File: src/rtl/reglist_sequencer_pkg.sv
// Shared encodings for the Thumb register-list sequencer (PUSH/POP/STMIA/LDMIA).
package reglist_sequencer_pkg;

  typedef enum logic [1:0] {
    OP_STMIA = 2'b00,
    OP_LDMIA = 2'b01,
    OP_PUSH  = 2'b10,
    OP_POP   = 2'b11
  } op_e;

  typedef enum logic [2:0] {
    S_IDLE,
    S_SETUP,
    S_XFER,
    S_WB,
    S_DONE
  } state_e;

  localparam logic [3:0] SP_I = 4'd13;
  localparam logic [3:0] LR_I = 4'd14;
  localparam logic [3:0] PC_I = 4'd15;
  localparam int         WORD = 4;

  // List bit 8 is LR when pushing and PC when popping; bits 0..7 map straight through.
  function automatic logic [3:0] map_reg(op_e op, logic [3:0] bit_idx);
    if (bit_idx == 4'd8) return (op == OP_PUSH) ? LR_I : PC_I;
    return bit_idx;
  endfunction

endpackage

File: src/rtl/reglist_sequencer_lowest_set_bit.sv
// Priority encoder: index of the lowest set bit of a 9-bit register list.
module lowest_set_bit (
  input  logic [8:0] list,
  output logic [3:0] idx,
  output logic       any
);

  always_comb begin
    idx = '0;
    any = 1'b0;
    // Scan downwards so the lowest set bit is the last one to win.
    for (int i = 8; i >= 0; i--) begin
      if (list[i]) begin
        idx = 4'(i);
        any = 1'b1;
      end
    end
  end

endmodule

File: src/rtl/reglist_sequencer.sv
// Multi-cycle register-list sequencer: one word access per listed register, then SP/base writeback.
import reglist_sequencer_pkg::*;

module reglist_sequencer #(
  parameter int ADDR_W = 32,
  parameter int DATA_W = 32
) (
  input  logic              clk,
  input  logic              rst_n,
  input  logic              start,
  input  logic [1:0]        op,
  input  logic [8:0]        reg_list,
  input  logic [ADDR_W-1:0] base,
  input  logic [3:0]        base_idx,
  output logic              busy,
  output logic              done,
  output logic              err,
  output logic              mem_req,
  output logic              mem_we,
  output logic [ADDR_W-1:0] mem_addr,
  output logic [DATA_W-1:0] mem_wdata,
  input  logic              mem_ack,
  input  logic [DATA_W-1:0] mem_rdata,
  output logic [3:0]        rf_addr,
  input  logic [DATA_W-1:0] rf_rdata,
  output logic              rf_wr,
  output logic [3:0]        rf_waddr,
  output logic [DATA_W-1:0] rf_wdata,
  output logic              sp_wr,
  output logic [ADDR_W-1:0] sp_wdata,
  output logic              pc_wr,
  output logic [DATA_W-1:0] pc_wdata
);

  state_e            state;
  op_e               op_q;
  logic [8:0]        list_q, orig_q;
  logic [ADDR_W-1:0] base_q, end_q, addr_q;
  logic [3:0]        bidx_q;
  logic              wb_wr;
  logic [3:0]        wb_waddr;
  logic [DATA_W-1:0] wb_wdata;

  logic [3:0]        cnt;
  logic [ADDR_W-1:0] span, lo_addr, hi_addr;
  logic [3:0]        lsb_idx, cur_reg;
  logic              lsb_any, ld_ack, pc_slot;

  lowest_set_bit u_lsb (
    .list(list_q),
    .idx (lsb_idx),
    .any (lsb_any)
  );

  always_comb begin
    cnt = '0;
    for (int i = 0; i < 9; i++) cnt = cnt + {3'b000, list_q[i]};
  end

  assign span    = ADDR_W'({cnt, 2'b00});
  assign lo_addr = base_q - span;
  assign hi_addr = base_q + span;
  assign cur_reg = map_reg(op_q, lsb_idx);

  // Loads retire straight into the register file in the ack cycle.
  assign ld_ack  = (state == S_XFER) && mem_req && mem_ack && !mem_we;
  assign pc_slot = (op_q == OP_POP) && (lsb_idx == 4'd8);

  assign mem_addr  = addr_q;
  assign mem_wdata = (mem_req && mem_we) ? rf_rdata : '0;
  assign rf_addr   = (state == S_XFER) ? cur_reg : '0;
  assign rf_wr     = (ld_ack && !pc_slot) || wb_wr;
  assign rf_waddr  = ld_ack ? cur_reg : wb_waddr;
  assign rf_wdata  = ld_ack ? mem_rdata : wb_wdata;
  assign pc_wr     = ld_ack && pc_slot;
  assign pc_wdata  = pc_wr ? {mem_rdata[DATA_W-1:1], 1'b0} : '0;

  always_ff @(posedge clk or negedge rst_n) begin
    if (!rst_n) begin
      state    <= S_IDLE;
      op_q     <= OP_STMIA;
      list_q   <= '0;
      orig_q   <= '0;
      base_q   <= '0;
      bidx_q   <= '0;
      end_q    <= '0;
      addr_q   <= '0;
      busy     <= 1'b0;
      done     <= 1'b0;
      err      <= 1'b0;
      mem_req  <= 1'b0;
      mem_we   <= 1'b0;
      sp_wr    <= 1'b0;
      sp_wdata <= '0;
      wb_wr    <= 1'b0;
      wb_waddr <= '0;
      wb_wdata <= '0;
    end else begin
      case (state)
        S_IDLE: if (start) begin
          op_q   <= op_e'(op);
          list_q <= op[1] ? reg_list : {1'b0, reg_list[7:0]};
          orig_q <= op[1] ? reg_list : {1'b0, reg_list[7:0]};
          base_q <= base;
          bidx_q <= base_idx;
          busy   <= 1'b1;
          state  <= S_SETUP;
        end
        S_SETUP: if (cnt == '0) begin
          done  <= 1'b1;
          err   <= 1'b1;
          state <= S_DONE;
        end else begin
          addr_q  <= (op_q == OP_PUSH) ? lo_addr : base_q;
          end_q   <= (op_q == OP_PUSH) ? lo_addr : hi_addr;
          mem_req <= 1'b1;
          mem_we  <= (op_q == OP_STMIA) || (op_q == OP_PUSH);
          state   <= S_XFER;
        end
        S_XFER: if (mem_req) begin
          if (mem_ack) begin
            mem_req         <= 1'b0;
            list_q[lsb_idx] <= 1'b0;
            addr_q          <= addr_q + ADDR_W'(WORD);
          end
        end else if (lsb_any) begin
          mem_req <= 1'b1;
        end else begin
          // Base writeback uses the sampled base; a loaded Rn suppresses it.
          mem_we <= 1'b0;
          state  <= S_WB;
          if (op_q[1]) begin
            sp_wr    <= 1'b1;
            sp_wdata <= end_q;
          end else if (op_q == OP_STMIA || bidx_q[3] || !orig_q[bidx_q]) begin
            wb_wr    <= 1'b1;
            wb_waddr <= bidx_q;
            wb_wdata <= DATA_W'(end_q);
          end
        end
        S_WB: begin
          sp_wr    <= 1'b0;
          sp_wdata <= '0;
          wb_wr    <= 1'b0;
          done     <= 1'b1;
          state    <= S_DONE;
        end
        S_DONE: begin
          done  <= 1'b0;
          err   <= 1'b0;
          busy  <= 1'b0;
          state <= S_IDLE;
        end
        default: state <= S_IDLE;
      endcase
    end
  end

endmodule

File: config.mk
export PLATFORM = sky130hd
export DESIGN_NAME = reglist_sequencer
export DESIGN_NICKNAME = d
export VERILOG_FILES = /design/src/rtl/reglist_sequencer_pkg.sv /design/src/rtl/reglist_sequencer_lowest_set_bit.sv /design/src/rtl/reglist_sequencer.sv
export SDC_FILE = /design/constraint.sdc
export NUM_CORES = 1
export LEC_CHECK = 0
export ABC_AREA = 1
export CAP_MARGIN = 20
export CELL_PAD_IN_SITES_DETAIL_PLACEMENT = 1
export CELL_PAD_IN_SITES_GLOBAL_PLACEMENT = 1
export CORE_ASPECT_RATIO = 1.1
export CORE_MARGIN = 5
export CORE_UTILIZATION = 35
export DETAILED_ROUTE_END_ITERATION = 7
export PLACE_DENSITY_LB_ADDON = 0.08
export SYNTH_ARGS = -nofsm -noshare
export SYNTH_HDL_FRONTEND = slang
export SYNTH_SLANG_ARGS = --single-unit
File: constraint.sdc
create_clock -name clk -period 4.85 [get_ports clk]
set_input_delay 0.97 -clock clk [delete_from_list [all_inputs] [get_ports clk]]
set_output_delay 0.97 -clock clk [all_outputs]
set_load 0.005 [all_outputs]
==> metrics.csv <==
stage,metric,value,unit
synth,synth-edff-count,0,
synth,ys_seq_area_frac,0.411,
floorplanning,die_area,38100,µm²
timing,setup_violations,0,
routing,ant_nets,0,
floorplanning,core,34000,µm²
flow_run,drv_cap,0,
finish,nNetsFinal,2177,
routing,vias_per_cell,5.23,
timing,slew_headroom,0.316,
global_route,grt_usage,0.270,
synth,ys_warn_count,0,
synth,synth_cells,1773,
cts,hold_buffers,0,
routing,drc,0,
global_route,use_met2,0.479,
synth,ys_ff_latch,197,
global_route,top_usage_layer,met2,
timing,period_needed,4670,ps
place,portBuffers,289,
cts,worstSkewPairLatency,460,ps
cts,cts_buffers,17,
global_route,grt_pass1_wl,80500,µm
floorplanning,initial_core_util,0.353,
synth,synth_async_sr_flop_share,1.00,
routing,drt_iter0_markers,673,
place,gp_congestion,0.939,
cts,htreeDepth,4,
synth,avgSynthCellArea,6.77,µm²
power,peakVddDrop,0.000472,V
routing,drt-pass1-iter-count,6,
global_route,first_global_vias,13500,
timing,whs,492,ps
cts,clk_pin_slew,80,ps
cts,cts_tree,built,
setup_path,cp-start-kind,register,
routing,wl,52700,µm
timing,fin_skew,17.5,ps
timing,max_freq,214,MHz
global_route,antenna_found_initial,3,
global_route,grt_util_met1,0.331,
power,power,0.0117,W
min_path,hp-class,reg -> reg,
timing,fin_tns_setup,0,ps
routing,post_drt_wl_per_cell,21.1,µm
global_route,grt_max_degree,79,
timing,worst_pin_slew,1030,ps
global_route,grt_use_met3,0.0451,
cts,cts_root_buf,clkbuf_16,
setup_path,path_class,reg -> reg,
synth,syn-num-nets,1907,
floorplanning,io_pins,291,
synth,syn_area,12000,µm²
synth,ys.flop_type,dfrtp_1,
synth,yosysTopAreaCell,dfrtp_1,
floorplanning,die_w,187,µm
power,p_leak,7.44,nW
floorplanning,die_h,204,µm
timing,finalHoldViolCount,0,
power,power.density,726,nW/µm²
setup_path,worst_ep_required_time,5180,ps
synth,yosysTopAreaCellShare,0.411,
cts,clock-sinks,197,
setup_path,critPathCaptureType,register,
finish,area_delta_synth_final,34.5,%
timing,drv_slew,0,
synth,synth_area_leaders,"dfrtp_1 (41%), nand2_1 (17%), o21ai_0 (6.9%)",
synth,synth_cell_types,41,
timing,timing.final.crit_share,0.962,
finish,drive_gt1_frac,0.0559,
setup_path,arrival,5000,ps
status,status,finished clean,
global_route,overflow,0,
finish,multi_input_area,5980,µm²
setup_path,worstPathMaxFanout,4,
cts,cts_buffer_depth,2,
finish,post-route-util,0.474,
finish,n_fill_cell,4326,
floorplanning,rows,71,
finish,ff_latch_area,4930,µm²
routing,vias,13100,
place,place_hpwl,41100,µm
==> layer usage <==
layer	share of wire	vias up
li1	-	6199
met1	0.42	6358
met2	0.50	404
met3	0.048	90
met4	0.037	2
met5	0.00025	-
==> cells by family after synthesis <==
kind of cell | share of synthesized area
buf+inv | 0.0963
simple gates | 0.320
xor+xnor | 0.0131
compound gates | 0.135
other cells | 0.000313
flops | 0.411
fa+ha+maj | 0.0242
==> layout make-up <==
| cell class | instances | area share |
|---|---|---|
| multi-input cells | 1284 | 0.371 |
| flip-flops and latches | 197 | 0.305 |
| repair buffers | 331 | 0.203 |
| inverters | 212 | 0.0493 |
| well taps | 438 | 0.0340 |
| clock buffers | 17 | 0.0264 |
| clock inverters | 15 | 0.0112 |
| diodes | 2 | 0.000310 |
==> cell usage in the layout, fill, tap and decap left out, types with 5 or more instances in the layout <==
cell type	n
clkdlybuf4s50_1	288
nor2_1	200
inv_6	6
nor2_2	9
dfrtp_1	197
nand2_1	535
xor2_1	13
clkbuf_16	17
a31oi_1	18
o21ai_1	65
inv_2	11
nand4_1	18
nor3_1	33
nand3_1	116
ha_1	11
fa_1	6
buf_4	38
o21ai_0	160
inv_1	201
o211ai_1	10
xnor2_1	5
a21oi_1	41
==> repair_timing <==
item,in CTS,in global routing
pin swaps,0,2
setup buffers,0,1
gates cloned,0,0
gates resized for setup,4,20
setup endpoints to repair,1,39
==> registers in the layout, indices dropped and copies added (netlist names) <==
name / count
mem_we: 1
err: 1
orig_q: 8
wb_wdata: 32
mem_req: 1
done: 1
end_q: 32
base_q: 32
bidx_q: 4
op_q: 2
list_q: 9
sp_wr: 1
wb_waddr: 4
wb_wr: 1
busy: 1
sp_wdata: 32
state: 3
mem_addr: 32
==> power breakdown <==
group	switching [W]	internal (W)
clock network	0.000761	0.000744
logic	0.00457	0.00261
registers	0.000784	0.00224
total	0.00612	0.00559
==> per-stage QoR <==
step / area, µm² / worst slack [ps] / cells
floorplan: 12000 / 487 / 1773
global placement: 15400 / -310 / 2460
detailed placement: 15400 / -349 / 2460
CTS: 16000 / 33.0 / 2492
global route: 16100 / -5.05 / 2495
finish: 16100 / 184 / 2496
==> worst paths after layout <==
path	start	to	slack, ps	cells past startpoint
max	list_q[0]$_DFFE_PN0P_	mem_addr[10]$_DFFE_PN0P_	180	17
min	wb_wdata[29]$_DFFE_PN0P_	wb_wdata[29]$_DFFE_PN0P_	490	2
max reg2reg	list_q[0]$_DFFE_PN0P_	mem_addr[10]$_DFFE_PN0P_	180	17
min reg2reg	wb_wdata[29]$_DFFE_PN0P_	wb_wdata[29]$_DFFE_PN0P_	490	2
max in group asynchronous	rst_n	sp_wdata[30]$_DFFE_PN0P_	3130	2
min in group asynchronous	rst_n	end_q[11]$_DFFE_PN0P_	540	1
==> worst max-delay path: stages (launching register included) <==
cell	delay, ps
dfrtp_1	410
fa_1	540
inv_1	50
fa_1	490
fa_1	430
fa_2	380
fa_1	380
xnor2_1	240
inv_1	100
ha_1	250
a21oi_2	200
nand2_1	120
nor2_1	240
nor2_1	70
o21ai_0	300
nand3_1	170
nand2_1	120
a22oi_1	70
==> synth_stat cells, types with 3 or more instances <==
library cell  number
buf_4              4
xnor2_1            5
buf_1              4
fa_1               7
clkbuf_1          42
inv_1            205
clkbuf_2           4
nor3_1            34
nand3_1          117
o21ai_0          165
o22ai_1            3
ha_1              12
nor2_1           206
nor2_2             3
inv_2              7
nand2_1          538
xor2_1            13
nor3b_1            3
a21oi_1           43
o21ai_1           63
a31oi_1           18
nor4_1             3
nand4_1           18
nand3b_1           3
o211ai_1          10
buf_2             25
dfrtp_1          197
(Power assumes the default switching activity.)
